===== config.mk =====
export PLATFORM = sky130hd
export DESIGN_NAME = alu_pipe
export DESIGN_NICKNAME = d
export VERILOG_FILES = /design/src/rtl/alu_pipe.sv
export SDC_FILE = /design/constraint.sdc
export NUM_CORES = 1
export LEC_CHECK = 0
export BUFFER_PORTS_ARGS = -buffer_cell sky130_fd_sc_hd__buf_2
export CORE_ASPECT_RATIO = 0.9
export CORE_MARGIN = 5
export CORE_UTILIZATION = 50
export DETAILED_ROUTE_END_ITERATION = 10
export PLACE_DENSITY_LB_ADDON = 0.1
export SLEW_MARGIN = 15
export SYNTH_ARGS = -nofsm -noshare
export SYNTH_HDL_FRONTEND = slang
export SYNTH_SLANG_ARGS = --single-unit
export TNS_END_PERCENT = 30

===== constraint.sdc =====
create_clock -name clk -period 4.6 [get_ports clk]
set_clock_uncertainty 0.1 [all_clocks]
set_input_delay 0.69 -clock clk [delete_from_list [all_inputs] [get_ports clk]]
set_output_delay 0.69 -clock clk [all_outputs]
set_load 0.01 [all_outputs]

===== src/rtl/alu_pipe.sv =====
// alu_pipe: two-stage pipelined ALU with valid/ready handshakes and an accumulator.
//
// Stage 1 captures accepted operands and opcode. Stage 2 holds the registered result and flags.
// Operand A can be replaced by the internal accumulator (acc_sel). The accumulator loads the
// result of an acc_sel operation when that result leaves the block.
//
// Ports:
//   clk, reset                 clock, synchronous active-high reset
//   in_valid / in_ready        input handshake; A, B, Op_code, acc_sel sampled on transfer
//   A, B [WIDTH]               unsigned operands
//   Op_code [3]                operation select
//   acc_sel                    use accumulator in place of A
//   acc_clr                    synchronous accumulator clear (beats a coincident load)
//   out_valid / out_ready      output handshake
//   ALU_Out [WIDTH]            result
//   flag_zero/neg/ovf          status of ALU_Out
module alu_pipe #(
    parameter int unsigned WIDTH = 6
) (
    input  logic             clk,
    input  logic             reset,
    input  logic             in_valid,
    output logic             in_ready,
    input  logic [WIDTH-1:0] A,
    input  logic [WIDTH-1:0] B,
    input  logic [2:0]       Op_code,
    input  logic             acc_sel,
    input  logic             acc_clr,
    output logic             out_valid,
    input  logic             out_ready,
    output logic [WIDTH-1:0] ALU_Out,
    output logic             flag_zero,
    output logic             flag_neg,
    output logic             flag_ovf
);

    // Extended width holds the full-precision sums (at most 4*(2^W-1) + 2^W).
    localparam int unsigned ExtW = WIDTH + 3;

    // Stage 1
    logic             r_s1_valid;
    logic [WIDTH-1:0] r_s1_a;
    logic [WIDTH-1:0] r_s1_b;
    logic [2:0]       r_s1_op;
    logic             r_s1_acc_sel;

    // Stage 2
    logic             r_s2_valid;
    logic             r_s2_acc_sel;
    logic [WIDTH-1:0] r_alu_out;
    logic             r_zero;
    logic             r_neg;
    logic             r_ovf;

    logic [WIDTH-1:0] r_acc;
    // Set while an acc_sel operation is in flight; blocks new input until its result leaves.
    logic             r_lock;

    logic             w_in_fire;
    logic             w_out_fire;
    logic             w_s1_adv;
    logic [ExtW-1:0]  w_a_ext;
    logic [ExtW-1:0]  w_b_ext;
    logic [ExtW-1:0]  w_sum;
    logic [WIDTH-1:0] w_diff;
    logic [WIDTH-1:0] w_res;
    logic             w_ovf;

    assign w_out_fire = r_s2_valid && out_ready;
    assign w_s1_adv   = r_s1_valid && (!r_s2_valid || out_ready);
    assign in_ready   = (!r_s1_valid || w_s1_adv) && !r_lock;
    assign w_in_fire  = in_valid && in_ready;

    assign out_valid  = r_s2_valid;
    assign ALU_Out    = r_alu_out;
    assign flag_zero  = r_zero;
    assign flag_neg   = r_neg;
    assign flag_ovf   = r_ovf;

    assign w_a_ext    = {3'b000, r_s1_a};
    assign w_b_ext    = {3'b000, r_s1_b};
    // 2*A - B truncated to WIDTH bits, for the absolute-value op.
    assign w_diff     = {r_s1_a[WIDTH-2:0], 1'b0} - r_s1_b;

    always_comb begin
        w_sum = '0;
        w_res = '0;
        w_ovf = 1'b0;
        case (r_s1_op)
            3'b000: begin
                w_sum = (w_a_ext << 2) + (w_b_ext >> 1);
                w_res = w_sum[WIDTH-1:0];
                w_ovf = |w_sum[ExtW-1:WIDTH];
            end
            3'b001: begin
                w_sum = w_a_ext + w_b_ext + (w_b_ext << 1);
                w_res = w_sum[WIDTH-1:0];
                w_ovf = |w_sum[ExtW-1:WIDTH];
            end
            3'b010: w_res = {WIDTH{1'b0}} - r_s1_b;
            3'b011: w_res = w_diff[WIDTH-1] ? ({WIDTH{1'b0}} - w_diff) : w_diff;
            3'b100: begin
                w_sum = w_a_ext + w_b_ext;
                w_res = w_sum[WIDTH-1:0];
                w_ovf = |w_sum[ExtW-1:WIDTH];
            end
            3'b101: begin
                w_res = r_s1_a - r_s1_b;
                w_ovf = r_s1_a < r_s1_b;
            end
            3'b110: w_res = r_s1_a & r_s1_b;
            default: w_res = r_s1_a ^ r_s1_b;
        endcase
    end

    always_ff @(posedge clk) begin
        if (reset) begin
            r_s1_valid   <= 1'b0;
            r_s1_a       <= '0;
            r_s1_b       <= '0;
            r_s1_op      <= 3'b000;
            r_s1_acc_sel <= 1'b0;
            r_s2_valid   <= 1'b0;
            r_s2_acc_sel <= 1'b0;
            r_alu_out    <= '0;
            r_zero       <= 1'b0;
            r_neg        <= 1'b0;
            r_ovf        <= 1'b0;
            r_acc        <= '0;
            r_lock       <= 1'b0;
        end else begin
            if (w_in_fire) begin
                r_s1_valid   <= 1'b1;
                r_s1_a       <= acc_sel ? r_acc : A;
                r_s1_b       <= B;
                r_s1_op      <= Op_code;
                r_s1_acc_sel <= acc_sel;
            end else if (w_s1_adv) begin
                r_s1_valid <= 1'b0;
            end

            if (w_s1_adv) begin
                r_s2_valid   <= 1'b1;
                r_s2_acc_sel <= r_s1_acc_sel;
                r_alu_out    <= w_res;
                r_zero       <= (w_res == '0);
                r_neg        <= w_res[WIDTH-1];
                r_ovf        <= w_ovf;
            end else if (w_out_fire) begin
                r_s2_valid <= 1'b0;
            end

            if (acc_clr) begin
                r_acc <= '0;
            end else if (w_out_fire && r_s2_acc_sel) begin
                r_acc <= r_alu_out;
            end

            // Set and clear cannot coincide: acceptance needs r_lock low, release needs it high.
            if (w_in_fire && acc_sel) begin
                r_lock <= 1'b1;
            end else if (w_out_fire && r_s2_acc_sel) begin
                r_lock <= 1'b0;
            end
        end
    end

endmodule


Word-level counts from Yosys, hierarchy flattened

Index checks and enable logic that the tools add are counted.

Add/sub/neg operators: 7
Order comparisons: 1
Equal/unequal tests: 6
Multiplexer cells: 10
Bitwise operators: 2
Reductions and logical operators: 20

Operators by type and width:

| kind                                                 | number |
|---|---|
| one-hot mux 6 bit (7 select lines)                   | 1 |
| two-way mux 6 bit                                    | 2 |
| subtractor 1 x 6 -> 6 bit (first input constant)     | 2 |
| subtractor 6 bit                                     | 2 |
| adder 8 x 5 -> 9 bit                                 | 1 |
| adder 9 x 7 -> 9 bit                                 | 1 |
| equality test 3 bit (second input constant)          | 3 |
| OR reduction 3 bit                                   | 3 |
| adder 6 x 6 -> 7 bit                                 | 1 |
| bitwise AND 6 bit                                    | 1 |
| equality test 3 x 2 -> 1 bit (second input constant) | 2 |
| logical AND 1 bit                                    | 6 |
| zero test 6 bit                                      | 1 |
| less-than comparator 6 bit                           | 1 |
| two-way mux 1 bit                                    | 6 |
| nonzero test 2 bit                                   | 3 |
| XOR 6 bit                                            | 1 |
| one-hot mux 1 bit (4 select lines)                   | 1 |
| equality test 3 x 1 -> 1 bit (second input constant) | 1 |
| zero test 1 bit                                      | 3 |
| zero test 3 bit                                      | 1 |
| logical OR 1 bit                                     | 2 |
| OR reduction 2 bit                                   | 1 |

Register bits: 35
Input port bits: 21
Output and inout port bits: 11
Logic and storage cells: 59

Depth between registers and ports, before layout

Gate-level depths: netlist of the first run.

Word-level depth: 8
Gate-level depth with buffers: 16
Mapped depth without buffers: 16

Worst setup path after synthesis of the first run

No wires, ideal clock.

Kind: register to register
Start: register r_s1_b[1]
End: register r_zero, in the netlist flag_zero
Setup time: 0.087 ns
Arrival time: 2.972 ns
Data required time: 4.413 ns
Path slack: 1.441 ns
Stages on the path, launching flop included: 15
Buffers on the path: 0
Period minus slack after synthesis: 3.159 ns
Path through: dfxtp_1 > inv_1 > ha_1 > nand2b_1 > a21oi_1 > nor2_1 > xnor2_1 > ha_1 > a21o_1 > a21oi_1 > xor2_1 > o221ai_2 > o41ai_4 > nand4_1 > o31ai_1

Word-level cells in the longest chain between the ends: 5
Elaborated cells on any way between the ends: 12
Those cells by class: add/sub: 7; mux: 2; bitwise: 2; reduce/logical: 1

Ends and longest elaborated chain:

| what                                   | line | text |
|---|---|---|
| start, declared                        | 43   | `logic [WIDTH-1:0] r_s1_b;` |
| start signal, assigned                 | 120  | `r_s1_b <= '0;` |
| start signal, assigned                 | 135  | `r_s1_b <= B;` |
| subtractor 6 bit                       | 83   | `assign w_diff = {r_s1_a[WIDTH-2:0], 1'b0} - r_s1_b;` |
| subtractor 1 x 6 -> 6 bit              | 101  | `3'b011: w_res = w_diff[WIDTH-1] ? ({WIDTH{1'b0}} - w_diff) : w_diff;` |
| two-way mux 6 bit                      | 101  |  |
| one-hot mux 6 bit (7 select lines) (*) | 89   | `case (r_s1_op)` |
| zero test 6 bit (*)                    | 146  | `r_zero <= (w_res == '0);` |
| end signal, assigned                   | 146  |  |
| end, declared                          | 51   | `logic r_zero;` |

Every way passes the cells marked *; elsewhere a longest branch is shown, timed or not.
A chain may end at the register's enable or synchronous reset.

Final worst setup path of the first run

Start: register r_s1_b[0]
End: register r_zero, in the netlist flag_zero

Same word-level chain as after synthesis.

==> run metrics, run 1 <==
fmax=roughly 280 MHz; switching part of the total=0.3750; simple-gate share of the synthesized area=0.1913; Die Span Y=approximately 83 um; Compound-Gate Fraction of Synth Area=0.2477; largest net degree at the start of global routing=31; DR DRC count=0; Power Dens Cells=282.4 nW/um^2; initial antenna violation count=0; layout cells sized above 1=0.1292; DRT Wirelength=approximately 7900 um; total die area=7494 um^2; H-tree levels=2; sw power=~330 uW; mux cell area share after synthesis=0.04825; Worst Hold Slack=between 0.3 and 0.4 ns; number of DRC markers in iteration 0=between 200 and 250; P_leak=0.001368 uW; total inserted antenna cells=0; Rel. slew slack=0.3010; CTS Hold Bufs=0; startpoint types=flop; worst setup path endpoint=flag_zero$_SDFFE_PP0P_; Async SR Flop Fraction=0; Synth Area in Adders=0.1494; Reg clk slew, reported paths=about 0.070 ns; reg2reg start=r_s1_b[0]$_SDFFE_PP0P_; Synth Instances=368; Avg Vias per Cell=around 6; Post-CTS Setup Bufs=0; final hold viol count=0; post-route setup TNS=0 ns; first-pass GRT wire length=around 13000 um; worst skew pair latency=0.28 ns; max_cap viols=0; register-to-register setup slack=about 1.0 ns; Yosys reg bits=34; FP Rows=26; largest family of logic cells by synthesized area=compound AO/OA/AOI/OAI gates; worst reg2reg endpoint=flag_zero$_SDFFE_PP0P_; EDFF count, synth=0; die width=roughly 91 um; CP required=4.70 ns; Sequential Power Share=0.388; Clock Sinks=34; IR drop worst, VDD=between 0.2 and 0.25 mV; Crit. Startpoint=r_s1_b[0]$_SDFFE_PP0P_; Final #Nets=440; critical path class=reg -> reg; Comb pwr share=0.380; critical path fanouts, max=9; Final period util=0.7830; clock network power share=0.232; post-layout min period=~3.6 ns; Worst-Margin Slew=roughly 1.0 ns; Worst Hold Class=reg -> reg; Seq/Total Area, Yosys=0.2323; final setup vio count=0; IO buf count=31; clock buffer count from CTS=5; Post-Synth XOR/XNOR Area=0.06576; layout overhead on the synthesized area=7.387%; Crit. End Element=flop; YS warnings=0; Reg2Reg Depth=13; Routability Congestion=a little under 1; Detail Placement HPWL=about 6100 um; TritonRoute pass-1 iters=5; unrepaired setup endpoints after global routing=false; Slew Viols, Final=0; Distinct cells, synth=58; Syn Std Cell Area=2930 um^2; Starting Density=0.5147; top_reg_cell synth=dfxtp_1; DRT antenna net count=0; IO Pins=32; CTS tree=yes; Internal=555.3 uW; grt ovf=0; core area=roughly 5700 um^2; clk root buf=clkbuf_8; Syn Area/Cell=7.963 um^2; Wirelength per Cell=approximately 17 um; post-CTS sizing=0; status=completed; vias in the first global route=approximately 2600; Vias=~2700; CTS Buffer Depth=2; GRT Overall Usage=0.2128; Crit path arrival time=between 3 and 4 ns; syn_nets=approximately 420
[power by group through the flow]
stage	sequential [uW]	clock, uW	combinational, uW
4_1_cts	345	211	334
3_5_place_dp	351	0	331
2_1_floorplan	339	0	263
5_1_grt	348	222	371
3_3_place_gp	351	0	331
6_report	345	206	337
[placed cells by master, fill, tap and decap left out, types with 6 or more instances in the layout]
cell / netlist / final
a211oi_1: 9 / 9
a21oi_1: 34 / 34
buf_2: 0 / 31
dfxtp_1: 34 / 34
ha_1: 27 / 27
inv_1: 21 / 21
mux2i_1: 13 / 13
nand2_1: 40 / 40
nand3_1: 6 / 6
nor2_1: 39 / 39
nor3_1: 6 / 6
o21ai_0: 16 / 16
xnor2_1: 13 / 13
xor2_1: 9 / 9
[state kept, by name, summed over array words and instances (netlist names)]
register / cells
flag_zero: 1
r_s2_acc_sel: 1
r_s1_valid: 1
r_s1_b: 6
flag_ovf: 1
r_s1_a: 6
r_lock: 1
r_acc: 6
out_valid: 1
r_s1_op: 3
ALU_Out: 6
r_s1_acc_sel: 1
[how the worst min path moves through the flow]
| stage | start | to | slack [ns] | cells after the start |
|---|---|---|---|---|
| finish | r_s1_acc_sel$_SDFFE_PP0P_ | r_s1_acc_sel$_SDFFE_PP0P_ | 0.35 | 2 |
| global route | r_s1_acc_sel$_SDFFE_PP0P_ | r_s1_acc_sel$_SDFFE_PP0P_ | 0.38 | 2 |
| CTS | r_s1_acc_sel$_SDFFE_PP0P_ | r_s1_acc_sel$_SDFFE_PP0P_ | 0.36 | 2 |
| detailed placement | r_s1_acc_sel$_SDFFE_PP0P_ | r_s1_acc_sel$_SDFFE_PP0P_ | 0.35 | 2 |
| global placement | r_s1_acc_sel$_SDFFE_PP0P_ | r_s1_acc_sel$_SDFFE_PP0P_ | 0.35 | 2 |
| floorplan | r_s1_acc_sel$_SDFFE_PP0P_ | r_s2_acc_sel$_SDFFE_PP0P_ | 0.33 | 2 |
[critical path, cell delays in order, from the launching register on]
cell and delay (ns):
dfxtp_1 0.52, ha_1 0.30, inv_1 0.07, fa_1 0.42, xnor2_1 0.41, fa_1 0.30
inv_1 0.05, a21o_1 0.17, a21oi_1 0.21, xor2_1 0.21, o221ai_2 0.13, o41ai_4 0.26
nand4_1 0.13, o31ai_1 0.24
[cells by family (layout without fill, tap and decap cells)]
family,count (synthesis),in the layout
flops,34,34
simple gates,120,120
compound gates,105,105
buf+inv,41,60
xor+xnor,22,22
fa+ha+maj,32,32
mux,14,14
[routing by layer]
metal / track usage / share of wire / up-vias
met4: 0.1012 / 0.029 / 0
met2: 0.3367 / 0.44 / 102
met3: 0.04076 / 0.069 / 19
met5: 0 / 0 / -
met1: 0.2815 / 0.46 / 1261
li1: - / - / 1347
[final cells by class]
type                            instances  area (um^2)
Fill cell                             542         2546
Multi-Input combinational cell        293         2058
Sequential cell                        34        680.7
Timing Repair Buffer                   32        162.7
Tap cell                               70        87.58
Inverter                               21        78.83
Clock buffer                            5        68.82
Clock inverter                          2        10.01
[per-stage QoR]
step                power [uW]  cells  instance area [um^2]  setup slack, ns  utilization
detailed placement       682.4    450                  3068            1.064       0.5389
floorplan                601.9    368                  2930            1.441            -
global route             941.3    457                  3147           0.6735       0.5527
finish                   888.5    457                  3147           0.9982       0.5527
CTS                      889.7    457                  3147            1.030       0.5527
global placement         682.3    450                  3068            1.114       0.5389
[cells in the mapped netlist (3+ instances only)]
library cell | n | area [um^2]
fa_1 | 5 | 100.1
nand3_1 | 6 | 30.03
and2_1 | 3 | 18.77
nand2b_1 | 5 | 31.28
nor2_1 | 39 | 146.4
clkbuf_1 | 10 | 37.54
nor3_1 | 6 | 30.03
xor2_1 | 9 | 78.83
a22oi_1 | 3 | 22.52
o22ai_1 | 3 | 18.77
o21ai_0 | 16 | 80.08
buf_4 | 6 | 45.04
a211oi_1 | 9 | 67.56
o31ai_1 | 3 | 22.52
ha_1 | 27 | 337.8
nor2b_1 | 5 | 31.28
o221ai_1 | 3 | 26.28
o21bai_1 | 3 | 22.52
dfxtp_1 | 34 | 680.7
a21o_1 | 4 | 30.03
o211ai_1 | 3 | 22.52
nand2_1 | 40 | 150.1
mux2i_1 | 13 | 130.1
xnor2_1 | 13 | 113.9
or3_1 | 3 | 18.77
inv_1 | 21 | 78.83
a21oi_1 | 34 | 170.2
No activity file was read; power rests on OpenSTA's default activity.
==> run 2, diff against run 1 <==
--- a/config.mk
+++ b/config.mk
@@ -5,6 +5,7 @@
 export SDC_FILE = /design/constraint.sdc
 export NUM_CORES = 1
 export LEC_CHECK = 0
+export ABC_AREA = 1
 export BUFFER_PORTS_ARGS = -buffer_cell sky130_fd_sc_hd__buf_2
 export CORE_ASPECT_RATIO = 0.9
 export CORE_MARGIN = 5
==> constraint.sdc (replaced) <==
create_clock -name clk -period 3.39 [get_ports clk]
set_clock_uncertainty 0.1 [all_clocks]
set_input_delay 0.5085 -clock clk [delete_from_list [all_inputs] [get_ports clk]]
set_output_delay 0.5085 -clock clk [all_outputs]
set_load 0.01 [all_outputs]
==> run 2 against run 1 <==
Net effect: sequential power up 33%; final area increased by 6.1%; clock power grew 56%; core utilization is 3.0 points higher; critical path type unchanged; largest cell class unchanged; largest power group is now combinational cells.
==> run metrics, run 2 <==
status=completed; GRT Overall Usage=0.2368 (+0.02400); Routability Congestion=1.006 (+2.8%); Clock Sinks=34 (unchanged); max_cap viols=0 (unchanged); CTS Buffer Depth=2 (unchanged); layout overhead on the synthesized area=11.82%; Internal=801.6 uW (+44%); switching part of the total=0.4144 (+0.03942); largest family of logic cells by synthesized area=simple AND/OR/NAND/NOR gates; DR DRC count=0 (unchanged); Detail Placement HPWL=7220 um (+18%); M2 GR Usage=0.3624 (+0.02567); final hold viol count=0 (unchanged); Comb pwr share=0.430 (+0.050); sw power=567.3 uW (+70%); CTS Hold Bufs=0 (unchanged); worst skew pair latency=0.29 ns (about the same); Post-Synth XOR/XNOR Area=0.02012 (-0.04564); Syn Area/Cell=6.634 um^2 (-17%); Sequential Power Share=0.335 (-0.053); mux cell area share after synthesis=0.003353 (-0.04490); Synth Area in Adders=0.1467 (-0.002756); Compound-Gate Fraction of Synth Area=0.1714 (-0.07623); Final period util=0.9208 (+0.1378); Rel. slew slack=0.5956 (+0.2947); Worst-Margin Slew=0.6033 ns (-0.4447 ns); final setup vio count=0 (unchanged); Post-CTS Setup Bufs=0 (unchanged); share of the synthesized area in the top cell type=0.2280 (-0.004283); unrepaired setup endpoints after global routing=false; placed cell count=550 (+22%); vias in the first global route=2984 (+17%); Power Dens Cells=410.1 nW/um^2 (+45%); Die Span Y=83.31 um (+0.82%); Layout Cells excl Fill=558 (+22%); syn_nets=503 (+19%); DRT Wirelength=8922 um (+13%); Final #Nets=540 (+23%); simple-gate share of the synthesized area=0.3273 (+0.1360); die width=91.45 um (+0.83%); Final Power=1369 uW (+54%); post-CTS sizing=0 (unchanged); Starting Density=0.5214 (+0.006691); post-layout min period=3.122 ns (-0.4801 ns); P_leak=0.001673 uW (+22%); post-route setup TNS=0 ns (unchanged); Synth area leader=dfxtp_1; largest net degree at the start of global routing=24 (-23%); H-tree levels=2 (unchanged); grt ovf=0 (unchanged); critical path class=reg -> reg; initial antenna violation count=0 (unchanged); Crit path arrival time=3.21 ns (-0.49 ns); Slew Viols, Final=0 (unchanged); total die area=7618 um^2 (+1.7%); Seq/Total Area, Yosys=0.2280 (-0.004283); Syn Std Cell Area=2985 um^2 (+1.9%); IO buf count=31 (unchanged); IR drop worst, VDD=0.2611 mV (+14%); IO Pins=32 (unchanged); EDFF count, synth=0 (unchanged); YS warnings=0 (unchanged); core area=5725 um^2 (+0.57%); Yosys reg bits=34 (unchanged); commonest cells after routing, fill and taps aside=nand2_1 (85), inv_1 (53), a21oi_1 (49); DRT antenna net count=0 (unchanged); FP Rows=26 (unchanged); Vias=3135 (+15%); Distinct cells, synth=34 (-41%); first-pass GRT wire length=14770 um (+16%); Worst Hold Class=reg -> reg; register-to-register setup slack=0.27 ns (-0.73 ns); critical path fanouts, max=5 (-4); Wirelength per Cell=15.99 um (-7.7%); clock network power share=0.235 (+0.003); most common cell after layout, fill and taps aside=nand2_1; cell with the most instances after synthesis=nand2_1; Synth Instances=450 (+22%); CTS tree=yes; fmax=320.3 MHz (+15%); Async SR Flop Fraction=0 (unchanged); layout cells sized above 1=0.1824 (+0.05318); Synth area leaders=dfxtp_1 (23%), ha_1 (11%), nand2_1 (11%), a21oi_1 (8.2%), nand3_1 (7.9%); clock buffer count from CTS=5 (unchanged); Crit. End Element=flop; most used routing layer=met2; TritonRoute pass-1 iters=6 (+1); met1 usage=0.3414 (+0.05995); number of DRC markers in iteration 0=257 (+11%); CP required=3.47 ns (-1.23 ns); clk root buf=clkbuf_8; layout filler cell count=590 (+8.9%); synth cell count leaders=nand2_1 (85), inv_1 (53), a21oi_1 (49); met3 Use GR=0.03617 (-0.004595); Reg clk slew, reported paths=0.08 ns (about the same); startpoint types=flop; Avg Vias per Cell=5.618 (-5.9%); top_reg_cell synth=dfxtp_1; total inserted antenna cells=0 (unchanged)
run 2: critical path, stage by stage, from the launching register on:
cell	delay, ns
dfxtp_1	0.46
ha_1	0.29
inv_1	0.08
fa_1	0.48
inv_1	0.06
ha_1	0.19
inv_1	0.07
fa_1	0.42
or2_2	0.31
nand4_1	0.11
nor2_1	0.06
a21oi_2	0.19
nor2_2	0.08
nand3_2	0.08
a21oi_2	0.05
run 2: cell type report:
class	count	area [um^2]	area share
repair buffers	42	237.7	0.07121
flip-flops and latches	34	680.7	0.2039
clock inverters	2	12.51	0.003748
inverters	64	240.2	0.07196
multi-input cells	340	1997	0.5982
clock buffers	6	82.58	0.02474
well taps	70	87.58	0.02624
run 2: kinds of logic (layout without fill, tap and decap cells):
logic type      Yosys count  in the layout
fa+ha+maj                32             32
simple gates            205            205
flops                    34             34
xor+xnor                  6              6
compound gates           96             96
buf+inv                  76            114
mux                       1              1
run 2: routing by layer:
layer | wire length [um] | share of wire
met1 | 4271 | 0.48
met5 | 0 | 0
met4 | 172 | 0.019
met3 | 602 | 0.067
met2 | 3875 | 0.43
run 2: worst paths after layout:
check | start | endpoint | depth (start not counted)
worst max-delay path | r_s1_b[0]$_SDFFE_PP0P_ | flag_zero$_SDFFE_PP0P_ | 14
worst min-delay path | r_acc[2]$_SDFFE_PP0P_ | r_acc[2]$_SDFFE_PP0P_ | 2
worst max register to register | r_s1_b[0]$_SDFFE_PP0P_ | flag_zero$_SDFFE_PP0P_ | 14
worst min register to register | r_acc[2]$_SDFFE_PP0P_ | r_acc[2]$_SDFFE_PP0P_ | 2
run 2: power groups by stage:
| stage | Combinational [uW] | Sequential (uW) | Clock [uW] |
|---|---|---|---|
| final | 588 | 458 | 322 |
| after global routing | 659 | 462 | 342 |
| after CTS | 578 | 458 | 328 |
| after detailed placement | 574 | 467 | 0 |
| after global placement | 567 | 466 | 0 |
| after floorplan | 425 | 462 | 0 |
run 2: per-stage QoR:
step,setup WS (ns),cell area [um^2],utilization,hold WS [ns]
global route,0.05457,3338,0.5830,0.3692
CTS,0.2837,3338,0.5830,0.3490
global placement,0.3217,3243,0.5664,0.3303
floorplan,0.6116,2985,-,0.3227
detailed placement,0.3051,3243,0.5664,0.3383
finish,0.2683,3338,0.5830,0.3466
